File: config.mk
export PLATFORM = sky130hd
export DESIGN_NAME = store_buffer
export DESIGN_NICKNAME = d
export VERILOG_FILES = /design/src/rtl/store_buffer_pkg.sv /design/src/rtl/store_buffer_match.sv /design/src/rtl/store_buffer.sv
export SDC_FILE = /design/constraint.sdc
export NUM_CORES = 1
export LEC_CHECK = 0
export BUFFER_PORTS_ARGS = -buffer_cell sky130_fd_sc_hd__buf_2
export CELL_PAD_IN_SITES_DETAIL_PLACEMENT = 2
export CELL_PAD_IN_SITES_GLOBAL_PLACEMENT = 2
export CORE_ASPECT_RATIO = 0.7
export CORE_UTILIZATION = 39
export DETAILED_ROUTE_END_ITERATION = 10
export PLACE_DENSITY = 0.87
export SETUP_SLACK_MARGIN = 0.2
export SYNTH_ARGS = -nofsm -noshare
export SYNTH_HDL_FRONTEND = slang
export SYNTH_SLANG_ARGS = --single-unit
File: constraint.sdc
create_clock -name clk -period 5.92 [get_ports clk]
set_input_delay 1.184 -clock clk [delete_from_list [all_inputs] [get_ports clk]]
set_output_delay 1.184 -clock clk [all_outputs]
set_load 0.02 [all_outputs]
File: src/rtl/store_buffer_pkg.sv
// Shared types and defaults for the store buffer: drain FSM states and
// the buffered entry layout (word address plus four data bytes).
package store_buffer_pkg;

    localparam int DEPTH_DEF   = 4;
    localparam int MEM_LAT_DEF = 4;

    typedef enum logic {
        IDLE  = 1'b0,
        WRITE = 1'b1
    } state_t;

    // Byte 0 is the most significant byte of the packed word.
    typedef logic [0:3][7:0] word_t;

    typedef struct packed {
        logic [29:0] addr;
        word_t       data;
    } entry_t;

endpackage

File: src/rtl/store_buffer_match.sv
// sb_match: combinational DEPTH-way word-address compare over the valid
// entries; the entry closest to the tail (newest) wins.
module sb_match
    import store_buffer_pkg::*;
#(
    parameter int DEPTH = DEPTH_DEF
) (
    input  entry_t                       entries [DEPTH],
    input  logic   [DEPTH-1:0]           valid,
    input  logic   [$clog2(DEPTH)-1:0]   newest,
    input  logic   [29:0]                addr,
    output logic                         hit,
    output word_t                        data
);

    localparam int AW = $clog2(DEPTH);

    logic [AW-1:0] idx;

    // Walk oldest to newest so a later (younger) match overrides an older one.
    always_comb begin
        hit  = 1'b0;
        data = '0;
        idx  = '0;
        for (int k = DEPTH - 1; k >= 0; k--) begin
            idx = newest - AW'(k);
            if (valid[idx] && entries[idx].addr == addr) begin
                hit  = 1'b1;
                data = entries[idx].data;
            end
        end
    end

endmodule

File: src/rtl/store_buffer.sv
// Store buffer: circular FIFO of word stores with youngest-entry coalescing,
// read forwarding, and a drain FSM that holds each memory write MEM_LAT cycles.
module store_buffer
    import store_buffer_pkg::*;
#(
    parameter int DEPTH   = DEPTH_DEF,
    parameter int MEM_LAT = MEM_LAT_DEF
) (
    input  logic        clk,
    input  logic        rst_b,
    input  logic        st_valid,
    input  logic [31:0] st_addr,
    input  word_t       st_data,
    output logic        st_ready,
    input  logic [31:0] rd_addr,
    output logic        rd_hit,
    output word_t       rd_data,
    output logic        rd_grant,
    output logic [31:0] mem_addr,
    output word_t       mem_data_in,
    output logic        mem_write_en,
    output logic        empty
);

    localparam int AW = $clog2(DEPTH);
    localparam int PW = AW + 1;
    localparam logic [3:0] LAT_LOAD = 4'(MEM_LAT - 1);

    state_t           state, state_nx;
    logic [PW-1:0]    head, tail, count, count_nx;
    logic [3:0]       lat, lat_nx;
    logic [DEPTH-1:0] valid, valid_nx;
    entry_t           entries [DEPTH];
    entry_t           head_entry;
    logic [AW-1:0]    head_idx, tail_idx, newest_idx;
    logic             youngest_match, coalesce, push, pop;
    logic             unused_low;

    assign unused_low = ^st_addr[1:0];

    assign head_idx   = head[AW-1:0];
    assign tail_idx   = tail[AW-1:0];
    assign newest_idx = tail_idx - AW'(1);
    assign count      = tail - head;
    assign head_entry = entries[head_idx];

    assign st_ready = (count < PW'(DEPTH));

    // The head entry is frozen once its write starts, so it is never a coalesce target.
    assign youngest_match = (count != '0) && (entries[newest_idx].addr == st_addr[31:2]);
    assign coalesce = st_valid && youngest_match && !(state == WRITE && count == PW'(1));
    assign push     = st_valid && st_ready && !coalesce;
    assign pop      = (state == WRITE) && (lat == 4'd0);
    assign count_nx = count - PW'(pop) + PW'(push);

    always_comb begin
        valid_nx = valid;
        if (pop)  valid_nx[head_idx] = 1'b0;
        if (push) valid_nx[tail_idx] = 1'b1;
    end

    always_comb begin
        state_nx = state;
        lat_nx   = lat;
        case (state)
            IDLE: begin
                if (count != '0) begin
                    state_nx = WRITE;
                    lat_nx   = LAT_LOAD;
                end
            end
            WRITE: begin
                if (lat == 4'd0) begin
                    lat_nx = LAT_LOAD;
                    if (count_nx == '0) state_nx = IDLE;
                end else begin
                    lat_nx = lat - 4'd1;
                end
            end
            default: state_nx = IDLE;
        endcase
    end

    always_ff @(posedge clk or posedge rst_b) begin
        if (rst_b) begin
            state <= IDLE;
            head  <= '0;
            tail  <= '0;
            lat   <= '0;
            valid <= '0;
        end else begin
            state <= state_nx;
            lat   <= lat_nx;
            valid <= valid_nx;
            if (pop)  head <= head + PW'(1);
            if (push) tail <= tail + PW'(1);
        end
    end

    // Entry payload is qualified by valid, so it carries no reset.
    always_ff @(posedge clk) begin
        if (push) begin
            entries[tail_idx] <= '{addr: st_addr[31:2], data: st_data};
        end else if (coalesce) begin
            entries[newest_idx].data <= st_data;
        end
    end

    sb_match #(.DEPTH(DEPTH)) u_match (
        .entries (entries),
        .valid   (valid),
        .newest  (newest_idx),
        .addr    (rd_addr[31:2]),
        .hit     (rd_hit),
        .data    (rd_data)
    );

    assign mem_write_en = (state == WRITE);
    assign rd_grant     = (state == IDLE);
    assign mem_addr     = (state == WRITE) ? {head_entry.addr, 2'b00} : rd_addr;
    assign mem_data_in  = (state == WRITE) ? head_entry.data : '0;
    assign empty        = (count == '0) && (state == IDLE);

endmodule

Yosys cells after proc, flatten, opt, wreduce, memory -nomap -nowiden
Index checks and enable logic that the tools add are counted.

operators by class
  muxes and demuxes = 54
  bitwise gates (word level) = 10
  $lt $le $gt $ge = 17
  eq/ne operators = 7
  reductions and logical operators = 23
  add/sub/neg operators = 10

operators by type and width
  cell                                                                                  number
  62-bit two-way mux                                                                    11
  62-bit binary-select mux with 2-bit select                                            5
  248-bit bitwise mux                                                                   2
  248-bit two-way mux                                                                   2
  62-bit demux with 2-bit select                                                        2
  32-bit two-way mux                                                                    7
  30-bit == test                                                                        5
  3-bit greater-or-equal comparator (second input constant)                             6
  2-bit by 3-bit < comparator with 1-bit output (second input constant)                 6
  2-bit NOT with 3-bit output                                                           6
  1-bit logical AND                                                                     16
  4-bit two-way mux                                                                     4
  1-bit two-way mux                                                                     13
  1-bit binary-select mux with 2-bit select                                             4
  4-bit one-hot mux with 2 select lines                                                 1
  3-bit by 1-bit adder with 3-bit output (second input constant)                        2
  3-bit zero test                                                                       2
  3-bit by 1-bit < comparator with 1-bit output (second input constant)                 2
  4-bit bitwise AND                                                                     1
  1-bit demux with 2-bit select                                                         2
  2-bit by 1-bit greater-or-equal comparator with 1-bit output (second input constant)  2
  4-bit zero test                                                                       1
  4-bit NOT                                                                             1
  4-bit OR                                                                              1
  14 further kinds                                                                      17

storage, ports and cells
  output and inout bits = 101
  register bits after elaboration = 263

Depth between registers and ports, before layout
Gate-level depths: netlist of run 1.

  depth after elaboration = 16
  depth in mapped cells = 23

Modules after synthesis
A second synthesis of run 1 with hierarchy kept.

second synthesis, totals
  cells, all modules = 2,647
  area, all modules = 25,431.9 um^2

by module, submodules not included
  module        times used  cells an instance  area an instance (um^2)
  store_buffer  1           1,622              17,332.9
  sb_match      1           1,025              8,099.0

Worst setup path after synthesis of run 1
OpenSTA, ideal clock, no wires.

  path type = flip-flop to flip-flop
  start point = register tail[0]
  end point = register, netlist name entries[124]
  data required time = 5,454 ps
  setup slack = -440 ps
  library setup time = 466 ps
  cell stages (with the launch flop) = 18
  data arrival time = 5,894 ps
  cell sequence = dfrtp_1 > buf_6 > buf_6 > inv_2 > clkbuf_1 > ha_1 > buf_2 > buf_1 > mux4_2 > xnor2_1 > o2111ai_1 > nor4_2 > nand2_1 > and3_1 > clkbuf_1 > clkbuf_1 > inv_1 > o21ai_0

on the way
  longest elaborated chain between the ends = 12

RTL lines
  element                                                  RTL line            source
  start: declaration                                       store_buffer.sv:30  logic [PW-1:0] head, tail, count, count_nx;
  start signal: assignment                                 store_buffer.sv:96  if (push) tail <= tail + PW'(1);
  2-bit by 1-bit subtractor with 2-bit output *            store_buffer.sv:43  assign newest_idx = tail_idx - AW'(1);
  via newest_idx[0]                                        store_buffer.sv:35  logic [AW-1:0] head_idx, tail_idx, newest_idx;
  2-bit NOT with 3-bit output (implied by the code) *      store_buffer.sv:50  assign youngest_match = (count != '0) && (entries[newest_idx].addr == st_addr[31:2]);
  62-bit binary-select mux with 2-bit select *             store_buffer.sv:50
  62-bit two-way mux (implied by the code) * (2 in a row)  store_buffer.sv:50
  30-bit == test *                                         store_buffer.sv:50
  1-bit logical AND *                                      store_buffer.sv:50
  1-bit logical AND * (2 in a row)                         store_buffer.sv:51  assign coalesce = st_valid && youngest_match && !(state == WRITE && count == PW'(1));
  1-bit zero test                                          store_buffer.sv:52  assign push = st_valid && st_ready && !coalesce;
  1-bit logical AND                                        store_buffer.sv:52
  2-bit nonzero test (no source line) *                    -

The timed path passes the listed nets; every way through them passes the cells marked *. The select of a mux whose other input is x is not followed.
A chain may end at the register's enable or synchronous reset.

==> flow_metrics.env, run 1 <==
export IMPL_die_h_um=198
export IMPL_path_common_cell="mux2i_1"
export IMPL_place_congestion=0.955
export IMPL_grt_pass1_wl_mm=125
export IMPL_r2r_start="tail[0]"
export IMPL_routedWlPerCell_um=35.2
export IMPL_place_ws_ns=0.200
export IMPL_cts_max_level=1
export IMPL_violations="setup timing"
export IMPL_final_common_cell="mux4_2"
export IMPL_skew_ns=0.0209
export IMPL_ctsHoldBuffers=0
export IMPL_reg2reg_slack_ns=0.45
export IMPL_clock_sinks=263
export IMPL_clk_latency_ns=0.60
export IMPL_synthCells=1653
export IMPL_p_per_area_mw_per_mm2=683
export IMPL_routed_wl_mm=90.1
export IMPL_mostFrequentLayoutCells="mux4_2, edfxtp_1, buf_2, nor2b_1, and3_1"
export IMPL_hold_class="reg -> reg"
export IMPL_syn2layout_area_growth_pct=16.6
export IMPL_synth_warnings=0
export IMPL_yosys_cell_types_count=53
export IMPL_critical_path_class="reg -> out"
export IMPL_grt_pass1_vias=17900
export IMPL_hold_viol=0
export IMPL_ctsRootBufferMaster="clkbuf_16"
export IMPL_maxCapViolCount=0
export IMPL_reg2reg_depth=19
export IMPL_drive_gt1_frac=0.385
export IMPL_grt_max_degree=67
export IMPL_fin_crit_sh=1.00
export IMPL_vias_per_cell=6.80
export IMPL_io_pins=200
export IMPL_place_area_mm2=0.0231
export IMPL_vias=17400
export IMPL_die_area_mm2=0.0557
export IMPL_layout_nets=1915
export IMPL_hold_path_cell_count=1
export IMPL_hold_start="head[2]"
export IMPL_cp_data_required_time_ns=4.74
export IMPL_leakagePower_nw=9.03
export IMPL_cts_tree="built"
export IMPL_ir_drop_mv=0.421
export IMPL_maxSlewViolCount=0
export IMPL_outcome="complete, but fails checks"
export IMPL_path_cells="buf_12, buf_16, mux2i_1, mux2i_1, xnor2_1, o221ai_1, or4_1, a2111oi_4, buf_4, clkbuf_16, nand4_1, a31oi_2, buf_2"
export IMPL_setup_slack_ns=-0.00388
export IMPL_start_kind="flop"
export IMPL_synth_edf_count=248
export IMPL_grt_antenna_before_repair=13
export IMPL_ys_ff_latch=263
export IMPL_cp_max_fo=17
export IMPL_fmax_mhz=169
export IMPL_setup_viol_count_final=1
export IMPL_rsz0062_at_grt="yes"
export IMPL_clk_path_buf_depth=3
export IMPL_worst_path_largest_cell_delay_ns=0.60
export IMPL_netlist_area_mm2=0.0213
export IMPL_power_mw=17.0
export IMPL_stdcell_area_mm2=0.0249
export IMPL_critPathSlowestCell="mux2i_1"
export IMPL_start_util=0.396
export IMPL_dp_hpwl_mm=56.5
export IMPL_cts_buffers_inserted=31
export IMPL_drc=0
export IMPL_syn_num_nets=1769
export IMPL_r2r_end="mem_write_en"
export IMPL_clk_pin_slew_worst_paths_ns=0.07
export IMPL_core_region_area_mm2=0.0538
export IMPL_seq_area_frac_synth=0.367
export IMPL_rows=71
export IMPL_antenna_left=0
export IMPL_hold_path_end="head[2]"
export IMPL_max_slew_margin=0.229
export IMPL_utilization=0.462
export IMPL_syn_area_per_cell_um2=12.9
export IMPL_end_kind="output port"
export IMPL_async_flop_share=0.0570
export IMPL_die_w_um=282
export IMPL_cp_arrival_ns=4.74
export IMPL_ys_flop_type="edfxtp_1"
export IMPL_overflow=0
export IMPL_dr_pass1_iters=5
export IMPL_worst_slew_pin_slew_ns=1.16
export IMPL_portBuffers=197
export IMPL_drt_first_iter_violations=2372
export IMPL_setup_tns_ns=-0.00388
export IMPL_grtUsageTotal=0.308
export IMPL_layout_min_cycle_time_ns=5.92
[flip-flops by register name, summed over array words and instances (netlist names)]
register and cells:
mem_write_en 1, head 3, entries 248, tail 3, valid 4, lat 4
[worst max-delay path: cells and delay by family (launching register included)]
family	cells	cell delay, ns
compound gates	3	0.81
xor+xnor	1	0.42
buf+inv	5	0.95
flops	1	0.51
mux	2	0.79
simple gates	2	0.61
[layout make-up]
| type | count | area, um^2 |
|---|---|---|
| Clock buffer | 37 | 798 |
| Fill cell | 5232 | 29000 |
| Timing Repair Buffer | 287 | 2130 |
| Antenna cell | 9 | 22.5 |
| Clock inverter | 20 | 155 |
| Tap cell | 730 | 913 |
| Sequential cell | 263 | 7840 |
| Multi-Input combinational cell | 1168 | 12800 |
| Inverter | 48 | 183 |
[cells in the mapped netlist, types with 3 or more instances]
cell | instances | area (um^2)
a2111oi_0 | 4 | 35.0
inv_1 | 47 | 176
a31oi_1 | 36 | 225
nor3_1 | 6 | 30.0
o21ai_0 | 23 | 115
ha_1 | 15 | 188
xor2_1 | 30 | 263
buf_1 | 25 | 93.8
o221ai_1 | 3 | 26.3
mux2i_1 | 56 | 561
edfxtp_1 | 248 | 7450
o22ai_1 | 5 | 31.3
mux4_2 | 279 | 6280
a22o_1 | 33 | 289
xnor2_1 | 115 | 1010
a21oi_1 | 11 | 55.1
nor2_1 | 51 | 191
nand4_1 | 56 | 350
nand3_1 | 9 | 45.0
a221oi_1 | 6 | 52.6
nor2b_1 | 130 | 813
clkbuf_1 | 97 | 364
mux2_2 | 31 | 349
and3_1 | 121 | 757
nor4_1 | 12 | 75.1
buf_6 | 9 | 101
or2_2 | 4 | 25.0
a21o_1 | 4 | 30.0
buf_2 | 37 | 185
and2_1 | 36 | 225
nand2_1 | 65 | 244
dfrtp_1 | 15 | 375
buf_4 | 6 | 45.0
nand2b_1 | 3 | 18.8
[kinds of logic after synthesis]
| kind of cell | after synthesis | share of synthesized area |
|---|---|---|
| flops | 263 | 0.367 |
| mux | 366 | 0.337 |
| buf+inv | 223 | 0.0457 |
| simple gates | 501 | 0.133 |
| compound gates | 137 | 0.0459 |
| xor+xnor | 146 | 0.0606 |
| fa+ha+maj | 17 | 0.0107 |
[timing repair]
| action | in CTS | in global routing |
|---|---|---|
| pin swaps | 5 | 7 |
| gates cloned | 2 | 9 |
| buffers inserted | 11 | 14 |
| endpoints found under the setup margin | 34 | 32 |
| gates resized for setup | 16 | 57 |
[worst max-delay path by stage]
stage	start	to	depth (start not counted)
floorplan	tail[0]	entries[62]	17
global placement	tail[1]	rd_data[26]	14
detailed placement	tail[1]	mem_write_en	17
CTS	tail[0]	rd_data[2]	13
global route	tail[0]	rd_data[2]	13
finish	tail[0]	rd_data[10]	13
[through the flow]
stage	instances	hold slack, ns
after floorplan	1653	0.448
after global placement	2460	0.467
after detailed placement	2460	0.474
after CTS	2530	0.487
after global routing	2559	0.509
final	2562	0.483
[per-layer routing]
| layer | GRT usage | share of wire |
|---|---|---|
| met4 | 0.105 | 0.038 |
| met3 | 0.0899 | 0.12 |
| met1 | 0.399 | 0.38 |
| met5 | 0 | 0.00062 |
| met2 | 0.494 | 0.47 |
[where the power goes]
| group | switching [mW] | internal, mW | total [mW] |
|---|---|---|---|
| logic | 6.70 | 5.02 | 11.7 |
| registers | 0.623 | 2.77 | 3.39 |
| clock network | 0.843 | 1.04 | 1.89 |
Note: power is estimated with default switching activity, not from simulation.
==> run 2, diff against run 1 <==
--- a/config.mk
+++ b/config.mk
@@ -11,6 +11,7 @@
 export CORE_ASPECT_RATIO = 0.7
 export CORE_UTILIZATION = 39
 export DETAILED_ROUTE_END_ITERATION = 10
+export MAX_ROUTING_LAYER = met4
 export PLACE_DENSITY = 0.87
 export SETUP_SLACK_MARGIN = 0.2
 export SYNTH_ARGS = -nofsm -noshare
==> run 2 against run 1 <==
The flow now finishes without violations. Core utilization rose by 0.58 points. Sequential share of layout area fell by 0.39 points. Critical path depth fell by 3. Combinational power barely moved. Clock power rose by 8%.
==> flow_metrics.env, run 2 (same netlist as run 1, synthesis figures left out) <==
export IMPL_grtUsageTotal=0.322
export IMPL_die_w_um=282
export IMPL_grt_use_met2=0.491
export IMPL_worst_slew_pin_slew_ns=1.25
export IMPL_layout_nets=1927
export IMPL_routed_wl_mm=88.9
export IMPL_switching_share=0.474
export IMPL_cts_buffers_inserted=31
export IMPL_skew_ns=0.0242
export IMPL_portBuffers=197
export IMPL_power_share_clock=0.119
export IMPL_outcome="finished, final reports clean"
export IMPL_clk_path_buf_depth=3
export IMPL_ctsRootBufferMaster="clkbuf_16"
export IMPL_drc=0
export IMPL_cp_data_required_time_ns=4.74
export IMPL_drive_gt1_frac=0.399
export IMPL_layout_min_cycle_time_ns=5.82
export IMPL_max_slew_margin=0.169
export IMPL_dp_hpwl_mm=55.7
export IMPL_io_pins=200
export IMPL_path_cells="buf_16, mux2i_1, o22ai_1, nor4_2, o21ai_0, nor3_2, buf_4, nand4_1, a31oi_1, buf_4"
export IMPL_power_frac_seq=0.192
export IMPL_critical_path_class="reg -> out"
export IMPL_place_inst=2459
export IMPL_gr_usage_met3=0.0547
export IMPL_power_switching_mw=8.19
export IMPL_reg_top3="entries: 248 flops, lat: 4 flops, valid: 4 flops"
export IMPL_clk_pin_slew_worst_paths_ns=0.06
export IMPL_dr_pass1_iters=5
export IMPL_vias_per_cell=6.70
export IMPL_fin_crit_sh=0.983
export IMPL_hold_viol=0
export IMPL_worst_path_largest_cell_delay_ns=0.62
export IMPL_mostFrequentLayoutCells="mux4_2, edfxtp_1, buf_2, nor2b_1, and3_1"
export IMPL_vias=17300
export IMPL_cp_arrival_ns=4.63
export IMPL_final_common_cell="mux4_2"
export IMPL_ir_drop_mv=0.474
export IMPL_clk_latency_ns=0.60
export IMPL_final_cells=2577
export IMPL_start_util=0.396
export IMPL_path_common_cell="buf_4"
export IMPL_internal_power_mw=9.08
export IMPL_maxCapViolCount=0
export IMPL_critPathSlowestCell="mux2i_1"
export IMPL_cts_max_level=1
export IMPL_met1_usage=0.442
export IMPL_core_region_area_mm2=0.0538
export IMPL_syn2layout_area_growth_pct=18.1
export IMPL_die_area_mm2=0.0557
export IMPL_p_comb_frac=0.689
export IMPL_setup_viol_count_final=0
export IMPL_cts_tree="built"
export IMPL_fmax_mhz=172
export IMPL_overflow=0
export IMPL_start_kind="flop"
export IMPL_setup_tns_ns=0
export IMPL_largest_reg_flops=248
export IMPL_leakagePower_nw=9.13
export IMPL_grt_busiest_layer="met2"
export IMPL_grt_pass1_wl_mm=127
export IMPL_end_kind="output port"
export IMPL_cp_top_family="simple AND/OR/NAND/NOR gates"
export IMPL_maxSlewViolCount=0
export IMPL_grt_max_degree=75
export IMPL_cp_max_fo=38
export IMPL_path_buf_inv=3
export IMPL_fill_cells=5260
export IMPL_rsz0062_at_grt="yes"
export IMPL_rows=71
export IMPL_grt_antenna_before_repair=11
export IMPL_regMostFlops="entries"
export IMPL_place_congestion=0.965
export IMPL_routedWlPerCell_um=34.5
export IMPL_grt_pass1_vias=17700
export IMPL_worst_hold_slack_ns=0.487
export IMPL_die_h_um=198
export IMPL_hold_class="reg -> reg"
export IMPL_ctsHoldBuffers=0
export IMPL_clock_sinks=263
export IMPL_drt_first_iter_violations=2080
export IMPL_antenna_left=0
export IMPL_p_per_area_mw_per_mm2=686
-- run 2: cell count changes in the layout (fill, tap and decap cells not counted), moves of 4 or more --
cell / change
a31oi_1: -5
a31oi_2: +5
buf_2: -5
buf_4: +19
clkbuf_1: -5
clkinv_2: -5
clkinvlp_4: +5
mux2i_1: -4
xnor2_1: -5
xnor2_2: +4
-- run 2: repair_timing --
| action | CTS | global route |
|---|---|---|
| pin swaps | 8 | 15 |
| setup buffers | 17 | 23 |
| gates resized for setup | 24 | 81 |
| cloned | 4 | 5 |
| setup endpoints to repair | 33 | 33 |
-- run 2: stage by stage --
step | util | worst slack (ns) | power, mW | instance area, um^2
after floorplan | - | 0.205 | 10.7 | 21300
after global placement | 0.429 | 0.328 | 13.7 | 23100
after detailed placement | 0.429 | 0.253 | 14.3 | 23100
after CTS | 0.456 | 0.193 | 16.7 | 24500
after global routing | 0.468 | 0.0687 | 17.9 | 25200
final | 0.468 | 0.103 | 17.3 | 25200
-- run 2: power by group through the flow --
stage | Clock, mW | Sequential, mW | Combinational (mW)
final | 2.05 | 3.32 | 11.9
after global routing | 2.12 | 3.38 | 12.4
after global placement | 0 | 3.19 | 10.5
after floorplan | 0 | 3.08 | 7.62
after detailed placement | 0 | 3.32 | 10.9
after CTS | 2.07 | 3.28 | 11.4
-- run 2: worst paths after layout --
| path | startpoint | to | slack (ns) | depth (start not counted) |
|---|---|---|---|---|
| setup reg to reg | tail[0] | mem_write_en | 0.55 | 18 |
| setup / recovery | tail[0] | rd_data[10] | 0.10 | 10 |
| hold / removal | head[2] | head[2] | 0.49 | 1 |
| min in group asynchronous | rst_b | lat[3] | 0.70 | 2 |
| hold reg to reg | head[2] | head[2] | 0.49 | 1 |
| max in group asynchronous | rst_b | tail[0] | 4.71 | 2 |
-- run 2: layout make-up --
cell class,instances,area (um^2),area share
Clock buffer,32,779,0.0309
Inverter,48,185,0.00735
Timing Repair Buffer,300,2220,0.0880
Sequential cell,263,7840,0.311
Clock inverter,26,279,0.0111
Tap cell,730,913,0.0363
Multi-Input combinational cell,1167,13000,0.514
Antenna cell,11,27.5,0.00109
-- run 2: per-layer routing --
| metal | vias up | share of wire | routed length [um] |
|---|---|---|---|
| met1 | 9184 | 0.40 | 35800 |
| met5 | - | 0 | 0 |
| met4 | 0 | 0.033 | 2960 |
| li1 | 6840 | - | - |
| met3 | 182 | 0.095 | 8430 |
| met2 | 1049 | 0.47 | 41700 |
